**config.mk**
```make
export PLATFORM = sky130hd
export DESIGN_NAME = ascon_block_packer_flat
export DESIGN_NICKNAME = d
export VERILOG_FILES = /design/src/rtl/ascon_block_packer_if.sv /design/src/rtl/ascon_block_packer.sv /design/src/flat_wrapper.sv
export SDC_FILE = /design/constraint.sdc
export NUM_CORES = 1
export LEC_CHECK = 0
export CAP_MARGIN = 40
export CORE_ASPECT_RATIO = 1.2
export CORE_UTILIZATION = 30
export CTS_BUF_LIST = sky130_fd_sc_hd__clkbuf_2 sky130_fd_sc_hd__clkbuf_4 sky130_fd_sc_hd__clkbuf_8
export CTS_CLUSTER_SIZE = 25
export DETAILED_ROUTE_END_ITERATION = 6
export PLACE_DENSITY = 0.57
export SYNTH_ARGS = -nofsm -noshare
export SYNTH_HDL_FRONTEND = slang
export SYNTH_SLANG_ARGS = --single-unit
```
**constraint.sdc**
```tcl
create_clock -name clk -period 5.2 [get_ports clk]
set_input_delay 0.78 -clock clk [delete_from_list [all_inputs] [get_ports clk]]
set_output_delay 0.78 -clock clk [all_outputs]
set_load 0.02 [all_outputs]
```
**src/rtl/ascon_block_packer_if.sv**
```systemverilog
// Bus bundle between the byte source / ASCON core and the block packer.
// The packer uses the slave modport; the driving side (source + core) uses master.
interface ascon_block_packer_if #(
    parameter int RATE = 64
);
    logic [7:0]      in_data;
    logic            in_valid;
    logic            in_last;
    logic            in_ready;
    logic            core_start;
    logic [RATE-1:0] core_data;
    logic            core_last;
    logic [3:0]      core_nbytes;
    logic            core_done;
    logic            busy;

    modport master (
        output in_data, in_valid, in_last, core_done,
        input  in_ready, core_start, core_data, core_last, core_nbytes, busy
    );

    modport slave (
        input  in_data, in_valid, in_last, core_done,
        output in_ready, core_start, core_data, core_last, core_nbytes, busy
    );
endinterface

```
**src/rtl/ascon_block_packer.sv**
```systemverilog
// Packs a byte stream MSB-first into RATE-bit blocks with ASCON-128 0x80 padding
// and hands each block to the core with a one-cycle start pulse.
module ascon_block_packer #(
    parameter int RATE = 64
) (
    input  logic                 clk,
    input  logic                 rst_n,
    ascon_block_packer_if.slave  bus
);
    localparam int RATE_BYTES = RATE / 8;
    localparam int CNT_W      = (RATE_BYTES > 1) ? $clog2(RATE_BYTES) : 1;
    localparam logic [CNT_W-1:0] LAST_IDX = CNT_W'(RATE_BYTES - 1);

    typedef enum logic [2:0] {
        S_INIT,
        S_FILL,
        S_ISSUE,
        S_WAIT,
        S_PAD
    } state_t;

    state_t           r_state;
    state_t           w_next_state;
    logic [CNT_W-1:0] r_count;
    logic [RATE-1:0]  r_buf;
    logic [3:0]       r_nbytes;
    logic             r_last;
    logic             r_pad_pending;

    logic             w_accept;
    logic             w_block_end;
    logic             w_short_last;
    logic [RATE-1:0]  w_fill_buf;

    // Unfilled bytes are already zero, so only the data byte and the pad byte are written.
    always_comb begin
        w_accept     = (r_state == S_FILL) && bus.in_valid;
        w_block_end  = w_accept && (bus.in_last || (r_count == LAST_IDX));
        w_short_last = bus.in_last && (r_count != LAST_IDX);
        w_fill_buf   = r_buf;
        for (int b = 0; b < RATE_BYTES; b++) begin
            if (b == int'(r_count)) begin
                w_fill_buf[RATE-1-8*b -: 8] = bus.in_data;
            end else if (bus.in_last && (b == int'(r_count) + 1)) begin
                w_fill_buf[RATE-1-8*b -: 8] = 8'h80;
            end
        end
    end

    always_ff @(posedge clk or negedge rst_n) begin
        if (!rst_n) begin
            r_state <= S_INIT;
        end else begin
            r_state <= w_next_state;
        end
    end

    always_comb begin
        w_next_state = r_state;
        case (r_state)
            S_INIT:  w_next_state = S_FILL;
            S_FILL:  if (w_block_end) w_next_state = S_ISSUE;
            S_ISSUE: w_next_state = S_WAIT;
            S_WAIT: begin
                if (bus.core_done) begin
                    w_next_state = r_pad_pending ? S_PAD : S_FILL;
                end
            end
            S_PAD:   w_next_state = S_ISSUE;
            default: w_next_state = S_INIT;
        endcase
    end

    // A full block ending the message defers its padding to a separate block.
    always_ff @(posedge clk or negedge rst_n) begin
        if (!rst_n) begin
            r_count       <= '0;
            r_buf         <= '0;
            r_nbytes      <= '0;
            r_last        <= 1'b0;
            r_pad_pending <= 1'b0;
        end else begin
            case (r_state)
                S_FILL: begin
                    if (w_accept) begin
                        r_buf <= w_fill_buf;
                        if (w_block_end) begin
                            r_count       <= '0;
                            r_nbytes      <= 4'(int'(r_count) + 1);
                            r_last        <= w_short_last;
                            r_pad_pending <= bus.in_last && !w_short_last;
                        end else begin
                            r_count <= r_count + CNT_W'(1);
                        end
                    end
                end
                S_WAIT: begin
                    if (bus.core_done && !r_pad_pending) begin
                        r_buf <= '0;
                    end
                end
                S_PAD: begin
                    r_buf         <= {8'h80, {(RATE-8){1'b0}}};
                    r_nbytes      <= 4'd0;
                    r_last        <= 1'b1;
                    r_pad_pending <= 1'b0;
                end
                default: ;
            endcase
        end
    end

    assign bus.in_ready    = (r_state == S_FILL);
    assign bus.core_start  = (r_state == S_ISSUE);
    assign bus.busy        = (r_state != S_FILL);
    assign bus.core_data   = r_buf;
    assign bus.core_last   = r_last;
    assign bus.core_nbytes = r_nbytes;
endmodule

```
**src/flat_wrapper.sv**
```systemverilog
// flat-port wrapper written by rule: the top's interface ports become plain ports
module ascon_block_packer_flat 
#(
    parameter int RATE = 64
)
  (clk, rst_n, bus_in_data, bus_in_valid, bus_in_last, bus_core_done, bus_in_ready, bus_core_start, bus_core_data, bus_core_last, bus_core_nbytes, bus_busy);
  ascon_block_packer_if #(.RATE(RATE)) bus_i ();
  input  logic clk;
  input  logic rst_n;
  input wire logic [$bits(bus_i.in_data)-1:0] bus_in_data;
  input wire logic [$bits(bus_i.in_valid)-1:0] bus_in_valid;
  input wire logic [$bits(bus_i.in_last)-1:0] bus_in_last;
  input wire logic [$bits(bus_i.core_done)-1:0] bus_core_done;
  output wire logic [$bits(bus_i.in_ready)-1:0] bus_in_ready;
  output wire logic [$bits(bus_i.core_start)-1:0] bus_core_start;
  output wire logic [$bits(bus_i.core_data)-1:0] bus_core_data;
  output wire logic [$bits(bus_i.core_last)-1:0] bus_core_last;
  output wire logic [$bits(bus_i.core_nbytes)-1:0] bus_core_nbytes;
  output wire logic [$bits(bus_i.busy)-1:0] bus_busy;
  assign bus_i.in_data = bus_in_data;
  assign bus_i.in_valid = bus_in_valid;
  assign bus_i.in_last = bus_in_last;
  assign bus_i.core_done = bus_core_done;
  assign bus_in_ready = bus_i.in_ready;
  assign bus_core_start = bus_i.core_start;
  assign bus_core_data = bus_i.core_data;
  assign bus_core_last = bus_i.core_last;
  assign bus_core_nbytes = bus_i.core_nbytes;
  assign bus_busy = bus_i.busy;
  ascon_block_packer #(.RATE(RATE)) u_core (.clk(clk), .rst_n(rst_n), .bus(bus_i));
endmodule
```
-- Yosys cells after proc, flatten, opt, wreduce, memory -nomap -nowiden
Cells that the tools add are included.
- flip-flop bits (word level): 76
- input bits: 13
- output and inout port bits: 72
- logic and storage cells: 113
- $add $sub $neg: 2
- equality and inequality tests: 33
- multiplexer cells: 33
- reductions and logical operators: 32
- operator list (operator ; number):
    $pmux 64 s3 ; 1
    $eq 4x32->1 const A ; 4
    $mux 64 ; 2
    $mux 8 ; 16
    $eq 3x32->1 const A ; 2
    $eq 2x32->1 const A ; 1
    $logic_not 32->1 ; 1
    $reduce_and 4->1 ; 8
    $ne 3x1->1 const B ; 9
    $pmux 3 s5 ; 1
    $logic_and 1x1->1 ; 13
    $eq 3x3->1 const A ; 4
    $mux 3 ; 4
    $mux 4 ; 2
    $pmux 4 s2 ; 1
    $eq 2x3->1 const A ; 2
    $eq 3x2->1 const B ; 2
    $eq 3x3->1 const B ; 2
    $logic_not 3->1 ; 2
    $ne 2x1->1 const B ; 3
    $add 3x1->4 const B ; 1
    $mux 1 ; 4
    $pmux 1 s2 ; 2
    $reduce_and 2->1 ; 2
    other kinds (10) ; 11

-- Depth between registers and ports, before layout
- depth in word-level cells: 7
- depth in mapped cells: 8
- gate-level depth less buffers: 6

-- Least setup slack after synthesis
No wires, ideal clock.
- path type: input-to-reg
- start: input port bus_in_last
- end: register u_core.r_buf[7], in the netlist u_core.bus.core_data[7]
- library setup time: 0.128 ns
- arrival: 1.975 ns
- data required time: 5.072 ns
- slack: 3.098 ns
- stages on the path: 5
- buffers on the path: 1
- cell sequence: bufbuf_16 nor2b_1 a311o_1 nand2_4 mux2_1
- longest elaborated chain between the ends: 3
- RTL lines (item ; line ; text):
    start: declaration ; flat_wrapper.sv:12 ; input wire logic [$bits(bus_i.in_last)-1:0] bus_in_last;
    $logic_and 1x1->1 ; ascon_block_packer.sv:44 ; end else if (bus.in_last && (b == int'(r_count) + 1)) begin
    $ne 3x1->1 (no line) ; - ;
    $reduce_and 4->1 (no line) ; - ;
    end signal: assignment ; ascon_block_packer.sv:86 ; r_buf <= w_fill_buf;
    end signal: assignment ; ascon_block_packer.sv:103 ; r_buf <= {8'h80, {(RATE-8){1'b0}}};
    end: declaration ; ascon_block_packer.sv:25 ; logic [RATE-1:0] r_buf;
Every way passes these cells.
A chain may end at the register's enable or synchronous reset.

-- Final worst setup path
- start: register u_core.r_state[0]
- end: output port bus_in_ready
- longest elaborated chain between the ends: 1
- RTL lines (item ; line ; text):
    start: declaration ; ascon_block_packer.sv:22 ; state_t r_state;
    start signal: assignment ; ascon_block_packer.sv:54 ; r_state <= w_next_state;
    $eq 3x1->1 ; ascon_block_packer.sv:113 ; assign bus.in_ready = (r_state == S_FILL);
    end: declaration ; flat_wrapper.sv:14 ; output wire logic [$bits(bus_i.in_ready)-1:0] bus_in_ready;
Every way passes these cells.

==> metrics.md <==
| Metric | Value |
|---|---|
| Mapped Nets | `331` |
| Post-synthesis async set-or-reset flop share | `1.000` |
| Post-synth top area cell | `dfrtp_1` |
| Synth Flop Type | `dfrtp_1` |
| Die area | `0.01236 sq mm` |
| CTS Sinks | `76` |
| Library cells used by synthesis | `47` |
| Height of the die | `121.6 um` |
| # Post-CTS Setup Buffers | `0` |
| Worst r2r src | `u_core.r_count[2]` |
| Crit path required time | `4.42 ns` |
| Worst reg2reg endpoint | `u_core.bus.core_data[15]` |
| Initial core utilization | `0.3091` |
| DRC | `0` |
| RSZ-0062 raised after global routing | `false` |
| Vias | `2761` |
| Mapped Cells | `312` |
| Part of the cycle the worst path needs | `0.5829` |
| Register-to-Register Path Depth | `6` |
| # port buffers | `84` |
| Seq cells post-synth | `76` |
| 1st-iter DRT viols | `130` |
| Post-Syn Area per Cell | `11.46 sq um` |
| Worst slew pin tran | `0.5858 ns` |
| Vias in the first global route | `2895` |
| # fillers | `1123` |
| Final Instance Area | `0.004745 sq mm` |
| Leakage | `1.936 nW` |
| CTS tree | `built` |
| HPWL after detailed placement | `6877 um` |
| Initial antenna violation count | `0` |
| Max Fclk | `329.9 MHz` |
| CTS Hold Buffers Added | `0` |
| Die width | `101.7 um` |
| Setup-failing EPs final | `0` |
| Number of max-slew violations in the final report | `0` |
| Tot GR Track Use | `0.1628` |
| Hold WS | `0.4556 ns` |
| Setup crit start | `u_core.r_state[0]` |
| Antenna cells | `0` |
| Num CTS Buffers | `9` |
| Status | `finished clean` |
| Worst EP arrival | `2.25 ns` |
| Area contributors post-synth | `dfrtp_1, a32o_1, nand4_1, inv_1, buf_6` |
| Wirelength per Cell | `17.10 um` |
| Part of the Yosys area used for sequential elements | `0.5318` |
| Post-synth design cell area | `0.003576 sq mm` |
| Critical Path Fanout Max | `10` |
| R2R Setup Slk | `2.77 ns` |
| Skew final | `0.009601 ns` |
| Share of Yosys cell area claimed by the top area cell type | `0.5318` |
| Cell Area, Placed | `0.004491 sq mm` |
| Post-detailed-routing wire length | `9405 um` |
| Nets | `407` |
| Power density over cell area | `552.7 mW/mm^2` |
| Crit path launch type | `register` |
| Area Growth Syn to Fin | `32.68%` |
| Routability cong. | `0.7800` |
| Number of enable flip-flop cells after synthesis | `0` |
| # Max-Cap Violations | `0` |
| Row Count | `43` |
| Worst vdd ir | `0.1978 mV` |
| DRT Pass-1 Iters | `4` |
| Final hold violations | `0` |
| Most common cell in the synthesized netlist | `dfrtp_1` |
| Slew headroom | `0.6087` |
| Root buffer cell | `clkbuf_8` |
| Clock latency on the worst-skew pair | `0.36 ns` |
| Top-level port count | `85` |
| Pin count of the biggest net entering global routing | `45` |
| Final Util | `0.4102` |
| Post-Route Setup TNS | `0 ns` |
| First-pass GRT wire length | `15010 um` |
| Path type of the worst min-delay path | `input pin to async pin` |
| H-tree depth | `3` |
| Critical Path Sink Type | `output port` |
| Post-route ant nets | `0` |
| CTS Buffer Depth | `2` |
| Grt ovf | `0` |
| CP Class | `register to output port` |
| Core Region | `0.01157 sq mm` |
| Share of cells above drive strength 1 | `0.1069` |
| Fin crit period | `3.031 ns` |
| Post_cts resized | `0` |
| Commonest cells in the netlist | `dfrtp_1, inv_1, a32o_1, nand4_1, o21ai_1` |
| Register clock-pin slew on the reported worst setup and hold paths | `0.08 ns` |
| DR vias/cell | `5.020` |
| Yosys warning count | `0` |
[critical path: stages (launching register included)]
cell             delay (ns)
dfrtp_1                0.55
or3b_1                 0.59
clkinv_8               0.15
clkdlybuf4s50_1        0.61
[report_power, final]
group,switching (mW),internal [mW]
clock network,0.219,0.350
logic,0.659,0.514
registers,0.125,0.756
[per-stage QoR]
step	worst slack (ns)	power, mW	instances
2_1_floorplan	3.098	1.603	312
3_3_place_gp	2.198	2.029	530
3_5_place_dp	2.454	2.074	534
4_1_cts	2.143	2.653	550
5_1_grt	2.082	2.777	550
6_report	2.169	2.622	550
[cells in the final DEF (no fill, tap or decap), drive strengths merged, types with 2 or more instances in the layout]
master	n
a31oi	3
dfrtp	76
nor2b	3
clkbuf	12
and2	5
nand3	12
clkdlybuf4s50	83
a32o	22
o2bb2ai	6
nand4	22
a31o	2
nand2b	2
mux2	7
inv	35
o22ai	9
bufinv	3
ha	6
or3b	2
nor2	8
buf	6
o21ai	30
nand2	13
a21oi	10
clkinv	2
[logic make-up (layout without fill, tap and decap cells)]
group,after synthesis,in the layout,share of synthesized area
compound gates,91,91,0.2047
fa+ha+maj,6,6,0.02099
buf+inv,60,141,0.09728
flops,76,76,0.5318
mux,8,8,0.02799
simple gates,71,71,0.1172
[how the worst max path moves through the flow]
stage and end:
2_1_floorplan u_core.bus.core_data[7], 3_3_place_gp u_core.bus.core_data[39], 3_5_place_dp u_core.bus.core_data[55], 4_1_cts bus_in_ready
5_1_grt bus_in_ready, 6_report bus_in_ready
[registers in the layout (all words and copies together) (netlist names)]
| register | count |
|---|---|
| u_core.r_count | 3 |
| u_core.r_pad_pending | 1 |
| u_core.bus.core_last | 1 |
| u_core.bus.core_data | 64 |
| u_core.r_state | 3 |
| u_core.bus.core_nbytes | 4 |
[routing by layer]
layer  GRT usage  vias to the layer above  wire length (um)
met5           0                        -                 0
met4     0.07246                        0               199
met3     0.04016                       20               463
met2      0.2525                       98              4613
met1      0.2140                     1355              4128
li1            -                     1288                 -
[final cells by class]
| class | count | area [sq um] | area share |
|---|---|---|---|
| flip-flops and latches | 76 | 1902 | 0.4008 |
| multi-input cells | 176 | 1326 | 0.2795 |
| repair buffers | 89 | 918.4 | 0.1936 |
| well taps | 157 | 196.4 | 0.04140 |
| clock buffers | 12 | 158.9 | 0.03349 |
| inverters | 36 | 147.6 | 0.03112 |
| clock inverters | 4 | 95.09 | 0.02004 |
Power figures use the tool's default switching activity.
